### src/rtl/beep_scheduler.sv
// rtl/beep_scheduler.sv - beeper arbiter: key/hour/alarm requests to timed 512 Hz / 1 kHz tone enables
module beep_scheduler #(
  parameter int MS_DIV  = 100000,
  parameter int BEEP_MS = 100,
  parameter int GAP_MS  = 100
) (
  input  logic       clock,
  input  logic       rst,
  input  logic       req_key,
  input  logic       req_hour,
  input  logic       req_alarm,
  output logic       open512,
  output logic       open1k,
  output logic [1:0] grant,
  output logic       busy
);

  localparam int ON_CYC  = BEEP_MS * MS_DIV;
  localparam int OFF_CYC = GAP_MS * MS_DIV;
  localparam int MAX_CYC = (ON_CYC > OFF_CYC) ? ON_CYC : OFF_CYC;
  localparam int CW      = (MAX_CYC > 1) ? $clog2(MAX_CYC) : 1;

  localparam logic [CW-1:0] ON_LAST  = CW'(ON_CYC - 1);
  localparam logic [CW-1:0] OFF_LAST = CW'(OFF_CYC - 1);
  localparam logic [CW-1:0] CNT_ONE  = CW'(1);

  localparam logic [1:0] G_NONE  = 2'b00;
  localparam logic [1:0] G_KEY   = 2'b01;
  localparam logic [1:0] G_HOUR  = 2'b10;
  localparam logic [1:0] G_ALARM = 2'b11;

  typedef enum logic [1:0] {S_IDLE, S_ON, S_OFF} state_e;

  state_e          state_q, state_d;
  logic [1:0]      grant_q, grant_d;
  logic            beeps_q, beeps_d;
  logic [CW-1:0]   cnt_q, cnt_d;
  logic            pend_key_q, pend_key_d;
  logic            pend_hour_q, pend_hour_d;
  logic            open512_q, open512_d;
  logic            open1k_q, open1k_d;
  logic            arb;
  logic            key_grant;
  logic            hour_grant;

  always_ff @(posedge clock) begin
    if (rst) begin
      state_q     <= S_IDLE;
      grant_q     <= G_NONE;
      beeps_q     <= 1'b0;
      cnt_q       <= '0;
      pend_key_q  <= 1'b0;
      pend_hour_q <= 1'b0;
      open512_q   <= 1'b0;
      open1k_q    <= 1'b0;
    end else begin
      state_q     <= state_d;
      grant_q     <= grant_d;
      beeps_q     <= beeps_d;
      cnt_q       <= cnt_d;
      pend_key_q  <= pend_key_d;
      pend_hour_q <= pend_hour_d;
      open512_q   <= open512_d;
      open1k_q    <= open1k_d;
    end
  end

  always_comb begin
    state_d    = state_q;
    grant_d    = grant_q;
    beeps_d    = beeps_q;
    cnt_d      = cnt_q;
    arb        = 1'b0;
    key_grant  = 1'b0;
    hour_grant = 1'b0;

    // beeps_q holds the beeps still owed after the current one (only hour owes one)
    case (state_q)
      S_IDLE: arb = 1'b1;
      S_ON: begin
        if (cnt_q == ON_LAST) begin
          state_d = S_OFF;
          cnt_d   = '0;
        end else begin
          cnt_d = cnt_q + CNT_ONE;
        end
      end
      S_OFF: begin
        if (cnt_q == OFF_LAST) begin
          if (beeps_q) begin
            state_d = S_ON;
            cnt_d   = '0;
            beeps_d = 1'b0;
          end else begin
            arb = 1'b1;
          end
        end else begin
          cnt_d = cnt_q + CNT_ONE;
        end
      end
      default: begin
        state_d = S_IDLE;
        grant_d = G_NONE;
      end
    endcase

    // An alarm preempts a key or hour pattern outright; the preempted beep is dropped
    if (state_q != S_IDLE && req_alarm && grant_q != G_ALARM) begin
      state_d = S_ON;
      grant_d = G_ALARM;
      cnt_d   = '0;
      beeps_d = 1'b0;
      arb     = 1'b0;
    end

    if (arb) begin
      cnt_d   = '0;
      beeps_d = 1'b0;
      if (req_alarm) begin
        state_d = S_ON;
        grant_d = G_ALARM;
      end else if (pend_hour_q) begin
        state_d    = S_ON;
        grant_d    = G_HOUR;
        beeps_d    = 1'b1;
        hour_grant = 1'b1;
      end else if (pend_key_q) begin
        state_d   = S_ON;
        grant_d   = G_KEY;
        key_grant = 1'b1;
      end else begin
        state_d = S_IDLE;
        grant_d = G_NONE;
      end
    end

    pend_key_d  = req_key  | (pend_key_q  & ~key_grant);
    pend_hour_d = req_hour | (pend_hour_q & ~hour_grant);
  end

  always_comb begin
    open512_d = (state_d == S_ON) && (grant_d == G_KEY);
    open1k_d  = (state_d == S_ON) && grant_d[1];
  end

  assign open512 = open512_q;
  assign open1k  = open1k_q;
  assign grant   = grant_q;
  assign busy    = (grant_q != G_NONE);

endmodule

### config.mk
export PLATFORM = sky130hd
export DESIGN_NAME = beep_scheduler
export DESIGN_NICKNAME = d
export VERILOG_FILES = /design/src/rtl/beep_scheduler.sv
export SDC_FILE = /design/constraint.sdc
export NUM_CORES = 1
export LEC_CHECK = 0
export CAP_MARGIN = 20
export CORE_MARGIN = 2
export CORE_UTILIZATION = 50
export CTS_CLUSTER_SIZE = 25
export DETAILED_ROUTE_END_ITERATION = 16
export GPL_TIMING_DRIVEN = 0
export PLACE_DENSITY_LB_ADDON = 0.08
export SYNTH_ARGS = -nofsm -noshare
export SYNTH_HDL_FRONTEND = slang
export SYNTH_SLANG_ARGS = --single-unit
### constraint.sdc
create_clock -name clock -period 2.3 [get_ports clock]
set_input_delay 0.23 -clock clock [delete_from_list [all_inputs] [get_ports clock]]
set_output_delay 0.23 -clock clock [all_outputs]
set_load 0.01 [all_outputs]
=== After elaboration in Yosys (flattened, before gate mapping) ===
Index checks and enable logic that the tools add are counted.

* Output and inout bits: 5
* Logic and storage cells: 69
* Bits in registers: 33
* Input port bits: 5

* Equality and inequality tests: 7
* Reduce and logical (&&, ||, !) cells: 14
* Muxes and demuxes: 33
* Bitwise gates (word level): 6
* Add/sub/neg operators: 1

{| class="wikitable"
|+ Operator list
! kind !! count
|-
| $mux W24 || 3
|-
| $pmux W24 S2 || 1
|-
| $add A24 B1 Y24 const B || 1
|-
| $eq A24 B24 Y1 const B || 1
|-
| $mux W2 || 10
|-
| $mux W1 || 17
|-
| $eq A2 B1 Y1 const B || 3
|-
| $pmux W2 S3 || 1
|-
| $reduce_bool A2 Y1 || 3
|-
| $reduce_bool A3 Y1 || 2
|-
| $reduce_or A3 Y1 || 2
|-
| $logic_and A1 B1 Y1 || 4
|-
| $reduce_and A2 Y1 || 2
|-
| $ne A3 B3 Y1 const B || 1
|-
| $and A1 B1 Y1 || 2
|-
| $eq A2 B2 Y1 const B || 1
|-
| $logic_not A2 Y1 || 1
|-
| $ne A2 B2 Y1 const B || 1
|-
| $not A1 Y1 || 2
|-
| $or A1 B1 Y1 || 2
|-
| $pmux W1 S2 || 1
|}

=== Longest topological paths before layout ===
* Depth in word-level cells: 8
* Depth in mapped cells: 7
* Gate-level depth less buffers: 6

=== Worst setup path after synthesis ===
OpenSTA, ideal clock, no wires.

* Kind: reg-to-reg
* Start: register cnt_q[0]
* End: register cnt_q[9]
* Data required time: 2.183 ns
* Setup slack: 0.478 ns
* Setup time: 0.117 ns
* Arrival time: 1.705 ns
* Path buffers: 1
* Stages on the path, launching flop included: 8
* Cell sequence: dfxtp_1 ha_1 and3_1 nand4_1 nor4_4 buf_4 o21bai_1 and4b_1

* Word-level cells in the longest chain between the ends: 5
* Elaborated cells on any way between the ends: 11

{| class="wikitable"
|+ RTL lines
! what !! line !! source
|-
| start: declaration || 37 || <nowiki>logic [CW-1:0] cnt_q, cnt_d;</nowiki>
|-
| start signal: assignment || 60 || <nowiki>cnt_q <= cnt_d;</nowiki>
|-
| branches (longest 5 deep; another with $add A24 B1 Y24) || - ||
|}

Several ways; the timed one is not identified.
A chain may end at the register's enable or synchronous reset.

=== Worst setup path after layout ===
Ends and elaborated chain as after synthesis.

==> impl_results.md <==
* Fin crit share at 92.0%
* Layout Skew at about 0.0028 ns
* Worst-skew pair later-pin latency at 0.29 ns
* Seq cells post-synth at 33
* Post-synth EDFFs at 0
* DRT Wirelength at approximately 4.3 mm
* Pint at 0.863 mW
* First-pass GRT wire length at 7.12 mm
* Average wire per standard cell at 15.1 um
* Compound-Gate Fraction of Synth Area at 14.2%
* Comb pwr share at 8.1%
* Final hold violations at 0
* Syn nets at approximately 220
* Post-DP Area at about 2000 um^2
* Most common cell after layout, fill and taps aside: dfxtp_1
* Ant diodes at 0
* Initial antenna violation count at 0
* Peak supply drop at 0.271 mV
* Total CTS buffers at 5
* Hold crit path type: in -> reg
* DIE WIDTH at between 60 and 70 um
* Average cell area after synthesis at 8.51 um^2
* Area share of fa/ha/maj cells after synthesis at 0.674%
* Switching power at 0.258 mW
* Antenna Nets Post-Route at 0
* Die area at 4210 um^2
* Clock tree from TritonCTS: yes
* Nets at between 200 and 250
* Sequential area share after synthesis at a little over a third
* Area of the mapped netlist at 1860 um^2
* IO Count at 10
* H-tree levels at 2
* CP arrival at ~2.3 ns
* Critical path type: reg -> reg
* Fraction of layout cells with a size suffix above 1 at 11.6%
* Effective utilization at floorplan at about 51%
* Seq pwr share at 52.9%
* Setup violators final at 0
* Max-Cap Viols at 0
* Slew HR at approximately 44%
* # placed instances at 274
* Max Fclk at 473 MHz
* Gr usage total at 21.8%
* Most frequent cells in the layout: dfxtp_1, nor2_1, nand2_1, a21oi_1
* Largest net degree at the start of global routing at 11
* Top FF cell, synth: dfxtp_1
* Worst-margin pin slew at 0.834 ns
* Port Buf Inserts at 8
* PwrDens at 539 nW/um^2
* Post-synthesis xor/xnor area fraction at 5.66%
* RSZ-0062 raised after global routing: false
* Reg clk slew, reported paths at 0.06 ns
* Global placement routability congestion at 0.841
* Leakage power at 0.670 nW
* Clk pwr share at 39.0%
* Setup Buffers After CTS at 0
* Fraction of registers with async set/reset at 0%
* Final design utilization at between 50 and 60%
* Top cells by area, synth: dfxtp_1, xor2_1, nor2_1
* Share of the synthesized area in the top cell type at 35.6%
* Detailed router's first-iteration violation count at 83
* Die H at 64.9 um
* Status: finished, final reports clean
* Tmin final at roughly 2.1 ns
* Total Power at 1.12 mW
* Cell taking the most area after synthesis: dfxtp_1
* DR vias at roughly 1,700
* Critical Path RT at 2.48 ns
* Synth unique cells at 50
* Clock tree sinks at 33
* Bufs on Longest Clock Path at 2
* Area growth syn-to-layout at 12.2%
* Detailed Place HPWL at around 3.2 mm
* Hold Slack at 0.296 ns
* Dpl ws at ~0.13 ns
* Setup TNS at 0 ns
* Final std cells w/o fill at 281
* Grt total ovfl at 0
* 1st-pass router iterations at 4
* Via density at 6.13
* Ys Warns at 0
* Worst setup EP type: register
* Row count at 22
* Largest family of logic cells by synthesized area: simple AND/OR/NAND/NOR gates
* CP Launch Type: register
* Sw frac at 23.0%
* Final Cell Area at 2080 um^2
* Synth Area in Simple Gates at 38.4%
* Final setup margin at 0.185 ns
* Vias in the first global route at 1,652
* Post-synthesis mux area share at 1.28%
* Root buf cell: clkbuf_8
* Crit path max fanout at 10
* Drt drc at 0
* Core box area at roughly 3600 um^2
* Syn Inst Count at approximately 220
* Slew Limit Fails at 0
## power groups by stage
| stage | Combinational (mW) | Sequential, mW | Clock (mW) |
|---|---|---|---|
| 2_1_floorplan | 0.0514 | 0.608 | 0 |
| 3_3_place_gp | 0.0880 | 0.606 | 0 |
| 3_5_place_dp | 0.0897 | 0.607 | 0 |
| 4_1_cts | 0.0905 | 0.594 | 0.450 |
| 5_1_grt | 0.0983 | 0.596 | 0.472 |
| 6_report | 0.0903 | 0.594 | 0.438 |
## logic make-up after synthesis
group,Yosys count
and+or+nand+nor,113
adders and majority gates,1
buffers and inverters,17
DFF,33
xor gates and xnor gates,12
AOI/OAI and AO/OA,40
muxes,2
## final cells by class
class                      count  area (um^2)
inverter                       7         26.3
multi-input combinational    168         1120
tap                           48         60.1
buffer                        10         52.6
timing repair buffer           8         80.1
fill                         331         1520
sequential                    33          661
clock buffer                   7         86.3
## final timing paths
path | start | end | depth (start not counted) | slack (ns)
max | cnt_q[0] | cnt_q[9] | 7 | 0.18
min | rst | pend_hour_q | 2 | 0.30
max reg2reg | cnt_q[0] | cnt_q[9] | 7 | 0.18
min reg2reg | pend_key_q | open512 | 2 | 0.50
## metal layers
metal,wire length (um),part of all wire [%],up-vias,GRT usage [%]
li1,-,-,836,-
met1,1920,45,817,25.5
met2,2020,47,58,36.0
met3,221,5.2,11,6.77
met4,90,2.1,0,10.4
met5,0,0,-,0
## synthesized netlist by cell type, types with 2 or more instances
| library cell | number |
|---|---|
| dfxtp_1 | 33 |
| nor2_1 | 18 |
| nand2_1 | 16 |
| a21oi_1 | 12 |
| nand3_1 | 11 |
| xor2_1 | 11 |
| o31ai_1 | 9 |
| nand4_1 | 8 |
| or4_1 | 8 |
| and3_1 | 6 |
| buf_2 | 6 |
| inv_1 | 6 |
| or3_1 | 6 |
| and2_1 | 5 |
| nor4b_1 | 5 |
| a31oi_1 | 4 |
| nor2b_1 | 4 |
| nor3_1 | 4 |
| o21ai_0 | 4 |
| nand2b_1 | 3 |
| nand3b_1 | 3 |
| a2111oi_0 | 2 |
| a211oi_1 | 2 |
| and4_1 | 2 |
| buf_4 | 2 |
| nand3_2 | 2 |
| nor4_1 | 2 |
| nor4_4 | 2 |
## what timing repair did
action / CTS / global route
hold buffers: 0 / 0
endpoints found under the setup margin: 0 / 4
gates resized for setup: 0 / 0
## registers in the layout (all words and copies together) (netlist names)
signal,count
cnt_q,24
grant,2
state_q,2
beeps_q,1
open1k,1
open512,1
pend_hour_q,1
pend_key_q,1
## worst max-delay path, stage by stage (launching register included)
cell	delay, ns
dfxtp_1	0.41
ha_1	0.19
and3_1	0.31
nand4_1	0.22
nor4_4	0.36
buf_4	0.25
o21bai_1	0.07
and4b_1	0.19
No activity file was read; power rests on OpenSTA's default activity.
